**src/rtl/hamming_top_level.sv**
```systemverilog
// SECDED Hamming decoder engine with private byte memory.
// Reads encoded words, corrects/flags errors, writes results back.

module hamming_dmem #(
  parameter int DEPTH = 256,
  parameter int AW    = 8
) (
  input  logic          clk,
  input  logic          i_we,
  input  logic [AW-1:0] i_addr,
  input  logic [7:0]    i_wdata,
  output logic [7:0]    o_rdata
);

  logic [7:0] core [0:DEPTH-1];

  // byte write on the rising edge; read is asynchronous
  always_ff @(posedge clk) begin
    if (i_we) begin
      core[i_addr] <= i_wdata;
    end
  end

  assign o_rdata = core[i_addr];

endmodule

module hamming_top_level #(
  parameter int NUM_WORDS = 15,
  parameter int SRC_BASE  = 30,
  parameter int DST_BASE  = 0,
  parameter int MEM_DEPTH = 256
) (
  input  logic clk,
  input  logic reset,
  input  logic req,
  output logic done
);

  localparam int AW = $clog2(MEM_DEPTH);
  localparam int CW = $clog2(NUM_WORDS);

  typedef enum logic [2:0] {
    IDLE,
    RD_LO,
    RD_HI,
    WR_LO,
    WR_HI,
    DONE
  } state_t;

  // power-up values let a bare req work without reset
  state_t          r_state = IDLE;
  logic [CW-1:0]   r_cnt   = '0;
  logic [7:0]      r_lo    = '0;
  logic [7:0]      r_hi    = '0;
  logic            r_done  = 1'b0;

  state_t          w_next;
  logic [15:0]     w_word;
  logic [3:0]      w_syn;
  logic            w_par;
  logic [10:0]     w_draw;
  logic [10:0]     w_fix;
  logic [10:0]     w_d;
  logic [1:0]      w_flag;
  logic            w_last;
  logic [AW-1:0]   w_off;
  logic [AW-1:0]   w_addr;
  logic            w_we;
  logic [7:0]      w_wdata;
  logic [7:0]      w_rdata;

  hamming_dmem #(
    .DEPTH (MEM_DEPTH),
    .AW    (AW)
  ) dm1 (
    .clk     (clk),
    .i_we    (w_we),
    .i_addr  (w_addr),
    .i_wdata (w_wdata),
    .o_rdata (w_rdata)
  );

  assign w_word = {r_hi, r_lo};
  assign w_syn  = {^(w_word & 16'hFF00),
                   ^(w_word & 16'hF0F0),
                   ^(w_word & 16'hCCCC),
                   ^(w_word & 16'hAAAA)};
  assign w_par  = ^w_word;

  assign w_draw = {w_word[15:9], w_word[7:5], w_word[3]};

  // single error on a data position: flip that payload bit
  always_comb begin
    w_fix = '0;
    if (w_par) begin
      unique case (w_syn)
        4'd3:    w_fix[0]  = 1'b1;
        4'd5:    w_fix[1]  = 1'b1;
        4'd6:    w_fix[2]  = 1'b1;
        4'd7:    w_fix[3]  = 1'b1;
        4'd9:    w_fix[4]  = 1'b1;
        4'd10:   w_fix[5]  = 1'b1;
        4'd11:   w_fix[6]  = 1'b1;
        4'd12:   w_fix[7]  = 1'b1;
        4'd13:   w_fix[8]  = 1'b1;
        4'd14:   w_fix[9]  = 1'b1;
        4'd15:   w_fix[10] = 1'b1;
        default: w_fix     = '0;
      endcase
    end
  end

  assign w_d = w_draw ^ w_fix;

  // status: 01 single (corrected), 10 double, 00 clean
  always_comb begin
    w_flag = 2'b00;
    if (w_par) begin
      w_flag = 2'b01;
    end else if (w_syn != 4'd0) begin
      w_flag = 2'b10;
    end
  end

  assign w_last = (r_cnt == CW'(NUM_WORDS - 1));
  assign w_off  = AW'({r_cnt, 1'b0});

  // next state, memory address and write strobe
  always_comb begin
    w_next  = r_state;
    w_we    = 1'b0;
    w_wdata = '0;
    w_addr  = AW'(SRC_BASE) + w_off;
    unique case (r_state)
      IDLE: begin
        if (req) w_next = RD_LO;
      end
      RD_LO: begin
        w_next = RD_HI;
      end
      RD_HI: begin
        w_addr = AW'(SRC_BASE) + w_off + AW'(1);
        w_next = WR_LO;
      end
      WR_LO: begin
        w_addr  = AW'(DST_BASE) + w_off;
        w_we    = 1'b1;
        w_wdata = w_d[7:0];
        w_next  = WR_HI;
      end
      WR_HI: begin
        w_addr  = AW'(DST_BASE) + w_off + AW'(1);
        w_we    = 1'b1;
        w_wdata = {w_flag, 3'b000, w_d[10:8]};
        w_next  = w_last ? DONE : RD_LO;
      end
      DONE: begin
        if (req) w_next = RD_LO;
      end
      default: begin
        w_next = IDLE;
      end
    endcase
  end

  // state register
  always_ff @(posedge clk) begin
    if (reset) begin
      r_state <= IDLE;
    end else begin
      r_state <= w_next;
    end
  end

  // word counter, byte latches and registered done
  always_ff @(posedge clk) begin
    if (reset) begin
      r_cnt  <= '0;
      r_lo   <= '0;
      r_hi   <= '0;
      r_done <= 1'b0;
    end else begin
      r_done <= (r_state == DONE);
      if ((r_state == IDLE || r_state == DONE) && req) begin
        r_cnt <= '0;
      end else if (r_state == WR_HI && !w_last) begin
        r_cnt <= r_cnt + 1'b1;
      end
      if (r_state == RD_LO) r_lo <= w_rdata;
      if (r_state == RD_HI) r_hi <= w_rdata;
    end
  end

  assign done = r_done;

endmodule

```
**config.mk**
```make
export PLATFORM = sky130hd
export DESIGN_NAME = hamming_top_level
export DESIGN_NICKNAME = d
export VERILOG_FILES = /design/src/rtl/hamming_top_level.sv
export SDC_FILE = /design/constraint.sdc
export NUM_CORES = 1
export LEC_CHECK = 0
export CAP_MARGIN = 20
export CORE_AREA = 4 4 41 43
export CTS_BUF_LIST = sky130_fd_sc_hd__clkbuf_8
export CTS_CLUSTER_DIAMETER = 80
export DETAILED_ROUTE_END_ITERATION = 12
export DIE_AREA = 0 0 45 47
export PLACE_DENSITY = 0.49
export SETUP_SLACK_MARGIN = 0.3
export SYNTH_ARGS = -nofsm -noshare
export SYNTH_HDL_FRONTEND = slang
export SYNTH_SLANG_ARGS = --single-unit
export TNS_END_PERCENT = 20
```
**constraint.sdc**
```tcl
create_clock -name clk -period 1.45 [get_ports clk]
set_input_delay 0.3625 -clock clk [delete_from_list [all_inputs] [get_ports clk]]
set_output_delay 0.3625 -clock clk [all_outputs]
set_load 0.02 [all_outputs]
```
==> results.md <==
- Status: finished clean
- Layout overhead on the synthesized area: 37.1%
- Post-route minimum period: between 1000 and 1500 ps
- Layout cell share with drive strength beyond 1: 48.1%
- DRC Markers: 0
- Layout Nets: around 60
- Filler Cell Count: 120
- Setup CP Type: reg2reg
- Vias in the first global route: 369
- Warning count from the yosys run: 0
- R2r endpoint: r_cnt[2]
- Port bufs: 3
- Largest net degree at the start of global routing: 9
- Final estimated routing congestion in global placement: approximately 0.85
- Initial DRC Count: 2
- Worst vdd ir: a little over 300 uV
- Simple-gate share of the synthesized area: ~23%
- Relative slew slack: between 80 and 90%
- Total negative slack: 0 ps
- Drt wl/cell: approximately 13 um
- Post-Synthesis Mean Instance Area: roughly 9.5 sq um
- Hold Vio Cnt, Final: 0
- Clk sink count: 8
- Critical path's top delay family: compound AO/OA/AOI/OAI gates
- Leading area contributor after synthesis: dfxtp_1
- First-pass GRT wire length: between 1000 and 1500 um
- Top cells by count, synth: dfxtp_1 (8), a21oi_1 (4), nand2_1 (3), nand3_1 (3)
- CTS tree: done
- GRT Overall Usage: about a tenth
- CP Capture Type: flip-flop
- Setup violators final: 0
- FMAX: slightly below 900 MHz
- Post-synthesis compound-gate area fraction: ~21%
- Post-synth top area share: 37.6%
- Die Ht: 47 um
- Clock root cell: clkbuf_8
- Leakage: approximately 0.19 nW
- Critical path buffers and inverters: 1
- HP Class: reg2reg
- Top-level I/O count: 4
- Post-layout util: 44.8%
- Period utilization: 77.6%
- Max Slew Vio Count: 0
- Synth Instances: 45
- EDFF count, synth: 0
- Register area share after synthesis: a little under two fifths
- Clock insertion delay at the later pin of the skew report: 230 ps
- Final WS setup: 324 ps
- Slowest stage delay, CP: 330 ps
- Post-synthesis cell area: between 400 and 500 sq um
- Top_reg_cell synth: dfxtp_1
- Die X: about 45 um
- CP Cell Sequence: buf_6 -> xnor2_2 -> a31o_4 -> a311oi_1
- Clock Pin Slew Worst Setup and Hold Paths: about 40 ps
- Post-Place Setup Slack: around 46 ps
- Design Area, Final: between 500 and 600 sq um
- Yosys reg bits: 8
- Clock Path Buffers: 2
- Post-synth cell types: 24
- Cell Pwr Density: about 1000 nW/um^2
- Initial Util: roughly a third
- Antenna fix cells: 0
- Worst EP arrival: between 1000 and 1500 ps
- Worst Skew: 2.00 ps
- Site Rows: 13
- GRT Residual Overflow: 0
- Hold EP: done
- Cells on Worst Hold Path: 2
- Crit path max fanout: 5
- DRT Wirelength: between 800 and 900 um
- RSZ-0062 raised after global routing: yes
- Die area: 2120 sq um
- Reg2Reg Depth: 4
- Post-Synth Adder-Cell Area: slightly below 6%
- Most common cell in the netlist: dfxtp_1
- CTS HTree Levels: 1
- Async set or reset register ratio after synthesis: 0%
- Worst r2r src: r_state[2]
- Post-Synth XOR/XNOR Area: about 4.1%
- Via density: around 5.5
- Top cells by area, synth: dfxtp_1 (38%), ha_1 (5.9%), a21oi_1 (4.7%)
- Core box area: 1300 sq um
- Post-synthesis mux area share: 0%
- Pre-antenna DRT Iters: 2
- Net Count, Synth: 50
- HPWL after DPL: roughly 610 um
- Main combinational cell family by area after synthesis: simple AND/OR/NAND/NOR gates
- Crit path launch type: flip-flop
- Worst-Margin Slew: roughly 230 ps
- CTS buffer count: 3
- Hold Crit Start: r_state[2]
- Vias: about 370
- Max-cap violation count: 0
- Setup slack, reg-to-reg: ~320 ps
- Worst path required time: around 1600 ps
- Initial antenna violation count: 0
- Placed inst area: ~460 sq um
- Post-route ant nets: 0
- Slowest CP cell: dfxtp_2
[timing repair]
item	in CTS	in global routing
hold buffers	0	0
endpoints found under the setup margin	6	6
pin swaps	4	2
gates resized for setup	11	13
setup buffers	1	1
endpoints found under the hold margin	0	0
gates cloned	0	0
[power breakdown]
| part | switching, W | internal, W | leakage [nW] |
|---|---|---|---|
| clock network | 0.0000858 | 0.000180 | 0.0216 |
| logic | 0.0000255 | 0.0000332 | 0.102 |
| registers | 0.0000220 | 0.000230 | 0.0674 |
| total | 0.000133 | 0.000443 | 0.191 |
[through the flow]
| stage | hold WS (ps) | instances | power [W] |
|---|---|---|---|
| final | 492 | 67 | 0.000577 |
| after global routing | 519 | 67 | 0.000605 |
| after CTS | 497 | 66 | 0.000578 |
| after detailed placement | 495 | 62 | 0.000299 |
| after global placement | 488 | 62 | 0.000296 |
| after floorplan | 432 | 45 | 0.000293 |
[cell type report]
class / count / area, sq um / share of cell area (%)
clock buffer: 3 / 41.3 / 7.08
tap: 15 / 18.8 / 3.22
inverter: 2 / 7.51 / 1.29
timing repair buffer: 7 / 61.3 / 10.5
multi-input combinational: 32 / 285 / 48.9
sequential: 8 / 169 / 29.0
[placed cells by master (no fill, tap or decap), types with 2 or more instances in the layout]
master,n
clkbuf_8,3
nor3_1,2
buf_4,2
buf_6,2
a21oi_1,3
nand2_1,3
nand3_1,2
dfxtp_1,3
dfxtp_2,4
[how the worst max path moves through the flow]
stage | start | end | cells after the start
after floorplan | r_cnt[0] | r_cnt[0] | 5
after global placement | req | r_state[2] | 3
after detailed placement | req | r_state[2] | 3
after CTS | r_state[2] | r_cnt[1] | 4
after global routing | r_cnt[0] | r_cnt[0] | 5
final | r_state[2] | r_cnt[2] | 4
[metal layers]
metal / vias to the layer above / global-route usage [%] / wire, um
li1: 181 / - / -
met4: 0 / 9.36 / 19
met5: - / 0 / 0
met2: 6 / 15.3 / 437
met1: 182 / 11.2 / 398
met3: 2 / 3.83 / 43
[worst register-to-register path, stage by stage (launching register included)]
cell      delay [ps]
dfxtp_2          330
buf_6            130
xnor2_2          130
a31o_4           260
a311oi_1         190
[flip-flops by register name, summed over array words and instances, names as in the netlist]
register and cells:
r_cnt 4, r_state 3, done 1
[logic make-up after synthesis]
logic type      after synthesis
compound gates               13
xor+xnor                      2
fa+ha+maj                     2
buf+inv                       5
flops                         8
simple gates                 15
Power figures use the tool's default switching activity.
